--- src/rtl/dlf16_accumulator.sv ---
// dlf16_accumulator: streaming DLFloat16 summer placed behind the DLFloat16 multiplier.
// Each beat passes ALIGN/ADD/NORM (one beat per four cycles); packet sums leave on a valid/ready port.
module dlf16_accumulator #(
   parameter int CNT_W = 8
) (
   input  logic             clk,
   input  logic             rst_n,
   input  logic             in_valid,
   output logic             in_ready,
   input  logic [15:0]      in_data,
   input  logic             in_last,
   output logic             out_valid,
   input  logic             out_ready,
   output logic [15:0]      out_data,
   output logic [CNT_W-1:0] out_count
);

   typedef enum logic [2:0] {S_WAIT, S_ALIGN, S_ADD, S_NORM, S_OUT} state_t;

   localparam logic [5:0]       EXP_MAX  = 6'd62;
   localparam logic [8:0]       MANT_MAX = 9'h1FF;
   localparam logic [CNT_W-1:0] CNT_MAX  = '1;

   state_t           state;
   logic [15:0]      acc;
   logic [15:0]      beat;
   logic             beat_last;
   logic [CNT_W-1:0] count;

   logic             al_sign_a, al_sign_b;
   logic [9:0]       al_sig_a, al_sig_b;
   logic [5:0]       al_exp;

   logic             sum_sign;
   logic [10:0]      sum_mag;
   logic [5:0]       sum_exp;

   // ALIGN: operand A is the accumulator, operand B the latched beat.
   logic [15:0] op_b;
   logic [5:0]  exp_a, exp_b, exp_diff, align_exp;
   logic [9:0]  sig_a, sig_b, align_sig_a, align_sig_b;

   always_comb begin
      op_b        = (beat[14:9] == 6'h3F) ? {beat[15], EXP_MAX, MANT_MAX} : beat;
      exp_a       = acc[14:9];
      exp_b       = op_b[14:9];
      sig_a       = (exp_a != 6'd0) ? {1'b1, acc[8:0]}  : 10'd0;
      sig_b       = (exp_b != 6'd0) ? {1'b1, op_b[8:0]} : 10'd0;
      align_sig_a = sig_a;
      align_sig_b = sig_b;
      exp_diff    = 6'd0;
      align_exp   = exp_a;
      if (exp_a >= exp_b) begin
         exp_diff    = exp_a - exp_b;
         align_exp   = exp_a;
         align_sig_b = (exp_diff >= 6'd11) ? 10'd0 : (sig_b >> exp_diff);
      end else begin
         exp_diff    = exp_b - exp_a;
         align_exp   = exp_b;
         align_sig_a = (exp_diff >= 6'd11) ? 10'd0 : (sig_a >> exp_diff);
      end
   end

   // ADD: sign-magnitude add; a magnitude tie leaves a zero that NORM turns into +0.
   logic [10:0] add_mag;
   logic        add_sign;

   always_comb begin
      add_mag  = 11'd0;
      add_sign = 1'b0;
      if (al_sign_a == al_sign_b) begin
         add_mag  = {1'b0, al_sig_a} + {1'b0, al_sig_b};
         add_sign = al_sign_a;
      end else if (al_sig_a > al_sig_b) begin
         add_mag  = {1'b0, al_sig_a - al_sig_b};
         add_sign = al_sign_a;
      end else if (al_sig_b > al_sig_a) begin
         add_mag  = {1'b0, al_sig_b - al_sig_a};
         add_sign = al_sign_b;
      end
   end

   // NORM: single-cycle priority encode of the leading one, truncating throughout.
   logic [3:0]  lead_shift;
   logic [8:0]  norm_mant;
   logic [6:0]  exp_inc;
   logic [15:0] norm_res;

   always_comb begin
      lead_shift = 4'd0;
      for (int i = 0; i < 10; i++) begin
         if (sum_mag[i]) lead_shift = 4'(9 - i);
      end
      norm_mant = 9'(sum_mag[9:0] << lead_shift);
      exp_inc   = {1'b0, sum_exp} + 7'd1;
      norm_res  = 16'h0000;
      if (sum_mag[10]) begin
         if (exp_inc > {1'b0, EXP_MAX}) norm_res = {sum_sign, EXP_MAX, MANT_MAX};
         else                           norm_res = {sum_sign, exp_inc[5:0], sum_mag[9:1]};
      end else if ((sum_mag != 11'd0) && (sum_exp > {2'b00, lead_shift})) begin
         norm_res = {sum_sign, sum_exp - {2'b00, lead_shift}, norm_mant};
      end
   end

   // NOTE: every register here uses non-blocking assignment so all stages update
   // from the same pre-edge values; blocking would let ALIGN see this edge's beat.
   always_ff @(posedge clk or negedge rst_n) begin
      if (!rst_n) begin
         state     <= S_WAIT;
         acc       <= 16'h0000;
         beat      <= 16'h0000;
         beat_last <= 1'b0;
         count     <= '0;
         al_sign_a <= 1'b0;
         al_sign_b <= 1'b0;
         al_sig_a  <= 10'd0;
         al_sig_b  <= 10'd0;
         al_exp    <= 6'd0;
         sum_sign  <= 1'b0;
         sum_mag   <= 11'd0;
         sum_exp   <= 6'd0;
         in_ready  <= 1'b1;
         out_valid <= 1'b0;
         out_data  <= 16'h0000;
         out_count <= '0;
      end else begin
         case (state)
            S_WAIT: begin
               if (in_valid) begin
                  beat      <= in_data;
                  beat_last <= in_last;
                  if (count != CNT_MAX) count <= count + 1'b1;
                  in_ready  <= 1'b0;
                  state     <= S_ALIGN;
               end
            end
            S_ALIGN: begin
               al_sign_a <= acc[15];
               al_sign_b <= op_b[15];
               al_sig_a  <= align_sig_a;
               al_sig_b  <= align_sig_b;
               al_exp    <= align_exp;
               state     <= S_ADD;
            end
            S_ADD: begin
               sum_sign <= add_sign;
               sum_mag  <= add_mag;
               sum_exp  <= al_exp;
               state    <= S_NORM;
            end
            S_NORM: begin
               acc <= norm_res;
               if (beat_last) begin
                  out_data  <= norm_res;
                  out_count <= count;
                  out_valid <= 1'b1;
                  state     <= S_OUT;
               end else begin
                  in_ready <= 1'b1;
                  state    <= S_WAIT;
               end
            end
            S_OUT: begin
               if (out_ready) begin
                  out_valid <= 1'b0;
                  acc       <= 16'h0000;
                  count     <= '0;
                  in_ready  <= 1'b1;
                  state     <= S_WAIT;
               end
            end
            default: begin
               out_valid <= 1'b0;
               in_ready  <= 1'b1;
               state     <= S_WAIT;
            end
         endcase
      end
   end

endmodule
--- config.mk ---
export PLATFORM = sky130hd
export DESIGN_NAME = dlf16_accumulator
export DESIGN_NICKNAME = d
export VERILOG_FILES = /design/src/rtl/dlf16_accumulator.sv
export SDC_FILE = /design/constraint.sdc
export NUM_CORES = 1
export LEC_CHECK = 0
export BUFFER_PORTS_ARGS = -buffer_cell sky130_fd_sc_hd__buf_4
export CORE_ASPECT_RATIO = 1.25
export CORE_MARGIN = 2
export CORE_UTILIZATION = 25
export CTS_CLUSTER_DIAMETER = 150
export CTS_CLUSTER_SIZE = 12
export DETAILED_ROUTE_END_ITERATION = 7
export GPL_ROUTABILITY_DRIVEN = 0
export PLACE_DENSITY_LB_ADDON = 0.12
export SYNTH_ARGS = -nofsm -noshare
export SYNTH_HDL_FRONTEND = slang
export SYNTH_SLANG_ARGS = --single-unit
--- constraint.sdc ---
create_clock -name clk -period 4.4 [get_ports clk]
set_clock_uncertainty 0.15 [all_clocks]
set_input_delay 0.44 -clock clk [delete_from_list [all_inputs] [get_ports clk]]
set_output_delay 0.44 -clock clk [all_outputs]
set_load 0.01 [all_outputs]
==> flow_metrics.env <==
export IMPL_required_ns=4.61
export IMPL_antenna_found_initial=0
export IMPL_post_cts_buffers=0
export IMPL_hold_viol_final=0
export IMPL_synth_cell_types=73
export IMPL_maxCapViolations=0
export IMPL_worstPathArrival_ns=4.02
export IMPL_rsz0062_at_grt="false"
export IMPL_max_slew_margin_pct=26.4
export IMPL_numClockSinks=116
export IMPL_vias_per_cell=5.15
export IMPL_synth_seq_area_share_pct=33.9
export IMPL_fp_coreArea_um2=33700
export IMPL_synth_edf_count=0
export IMPL_drive_gt1_share_pct=13.7
export IMPL_grt_pass1_wl_mm=43.3
export IMPL_postSynthAreaPerCell_um2=8.50
export IMPL_fin_tns_setup_ns=0
export IMPL_yosys_warnings=0
export IMPL_synth_seq_cells=116
export IMPL_diodes=0
export IMPL_hold_buffers=1
export IMPL_finalCritPeriodShare_pct=86.6
export IMPL_setup_viol=0
export IMPL_first_pass_iters=5
export IMPL_crit_fanout=10
export IMPL_clkTransAtPathRegs_ns=0.06
export IMPL_min_period_ns=3.81
export IMPL_outcome="complete, no violations"
export IMPL_nFillCells=3572
export IMPL_netlist_instances=1007
export IMPL_grt_pass1_vias=7443
export IMPL_wl_mm=27.1
export IMPL_slew_viol_final=0
export IMPL_ios=47
export IMPL_numCtsBuffers=17
export IMPL_grt_max_degree=117
export IMPL_synth_ff_type="dfrtp_1"
export IMPL_cts_root_buf="clkbuf_16"
export IMPL_syn_area_um2=8560
export IMPL_cts_resized=0
export IMPL_routedWlPerCell_um=18.6
export IMPL_die_area_um2=35700
export IMPL_grt_total_usage_pct=15.6
export IMPL_drc_errors=0
export IMPL_cp_end_kind="flip-flop"
export IMPL_die_h_um=211
export IMPL_synth_top_cell_by_area="dfrtp_1"
export IMPL_synthToLayoutAreaGrowth_pct=16.0
export IMPL_tightest_slew_ns=1.10
export IMPL_overflow=0
export IMPL_htreeDepth=4
export IMPL_rows=75
export IMPL_die_w_um=169
export IMPL_critPathLaunchType="flip-flop"
export IMPL_syn_num_nets=1082
export IMPL_drt_initial_drc_count=384
export IMPL_via_count=7508
export IMPL_critical_path_class="flip-flop to flip-flop"
export IMPL_netlist_top_cells_area="dfrtp_1 (34%), ha_1 (7.0%), o21ai_0 (4.1%)"
export IMPL_fmaxAchievable_ghz=0.262
export IMPL_cts_tree="built"
export IMPL_synth_top_cell_area_share_pct=33.6
export IMPL_hpwl_mm=20.5
export IMPL_layout_nets=1097
export IMPL_synth_async_reset_ratio_pct=100
export IMPL_hp_class="primary input to flip-flop"
export IMPL_final_antenna_net_count=0
export IMPL_clock_latency_ns=0.42
export IMPL_cts_max_path_buffers=2
export IMPL_initial_utilization_pct=25.4
export IMPL_port_buffers=46
area by class of cell:
type / count / area (um2) / share of cell area [%]
timing repair buffer: 60 / 465 / 4.69
multi-input combinational: 762 / 5150 / 51.8
sequential: 116 / 2900 / 29.2
inverter: 65 / 244 / 2.46
clock buffer: 19 / 443 / 4.46
clock inverter: 13 / 198 / 1.99
tap: 423 / 529 / 5.33
cells in the final DEF (no fill, tap or decap), types with 21 or more instances in the layout:
cell type,instances
mux2_2,29
buf_4,58
nor2_1,89
dfrtp_1,115
a21oi_1,69
ha_1,48
xnor2_1,22
nand2b_1,21
nand2_1,93
nand3_1,32
o21ai_0,70
inv_1,63
critical path, stage by stage, from the launching register on:
cell,delay (ns)
dfrtp_1,0.58
nor2b_1,0.15
nor3_2,0.37
a21oi_1,0.18
ha_1,0.25
fa_1,0.41
nor2b_1,0.13
o21ai_1,0.10
a21oi_1,0.21
nor3_1,0.15
or4_4,0.50
or4_1,0.48
nand3_1,0.09
layer usage:
| layer | track usage, % | vias up | routed length [um] |
|---|---|---|---|
| li1 | - | 3649 | - |
| met1 | 20.4 | 3653 | 12100 |
| met2 | 26.0 | 168 | 13400 |
| met3 | 2.14 | 38 | 776 |
| met4 | 6.16 | 0 | 792 |
| met5 | 0 | - | 0 |
per-stage QoR:
step | instances | util, % | instance area (um2) | worst slack (ns) | hold WS [ns]
floorplan | 1007 | - | 8560 | 1.01 | -0.00559
global placement | 1425 | 27.5 | 9280 | 0.725 | 0.306
detailed placement | 1425 | 27.5 | 9280 | 0.647 | 0.303
CTS | 1458 | 29.5 | 9930 | 0.622 | 0.0382
global route | 1458 | 29.5 | 9930 | 0.346 | 0.0481
finish | 1458 | 29.5 | 9930 | 0.589 | 0.0591
kinds of logic (layout without fill, tap and decap cells):
group                      count (synthesis)  count (layout)  synth area share, %
buffers and inverters                    129             157                 5.98
muxes                                     44              44                 6.74
adders and majority gates                 54              54                 8.42
AOI/OAI and AO/OA                        303             303                 23.1
xor gates and xnor gates                  32              32                 3.27
DFF                                      116             116                 33.9
and+or+nand+nor                          329             329                 18.6
path summary, 6_finish.rpt:
kind	slack, ns	end	cells past startpoint	start
max	0.59	out_data[1]	12	sum_mag[9]
min	0.06	state[2]	2	out_ready
max reg2reg	0.59	out_data[1]	12	sum_mag[9]
min reg2reg	0.31	in_ready	2	in_ready
max in group asynchronous	3.07	al_sig_a[7]	3	rst_n
min in group asynchronous	0.47	out_count[5]	3	rst_n
synthesized netlist by cell type, types with 4 or more instances:
cell,number
a21o_1,17
o21ai_0,70
a211o_1,4
buf_2,10
a221o_1,5
inv_1,63
nand3_1,32
clkbuf_1,50
a21oi_1,69
o31ai_1,11
xor2_1,10
o22ai_1,9
o211ai_1,13
xnor2_1,22
nor2_1,89
a31oi_1,5
mux2i_1,7
nand3b_1,4
o21ai_1,11
nor3_1,19
nand2_1,93
nand4_1,7
nand2b_1,21
nor2b_1,16
mux2_2,29
o21a_1,8
o31a_1,4
and3_1,8
o221ai_1,11
ha_1,48
a2111oi_0,5
o21bai_1,5
a22oi_1,9
nor4_1,7
dfrtp_1,115
mux4_2,8
fa_1,6
a221oi_1,10
and2_1,10
a211oi_1,13
flip-flops by register name, summed over array words and instances (netlist names), 3 cells and up:
signal and cells:
acc 16, beat 16, out_data 16, sum_mag 11
al_sig_a 10, al_sig_b 10, count 8, out_count 8
al_exp 6, sum_exp 6, state 3
Power is left out: the tool's default activity adds up to more than one toggle a clock period on the data nets, which glitch-free logic cannot reach.
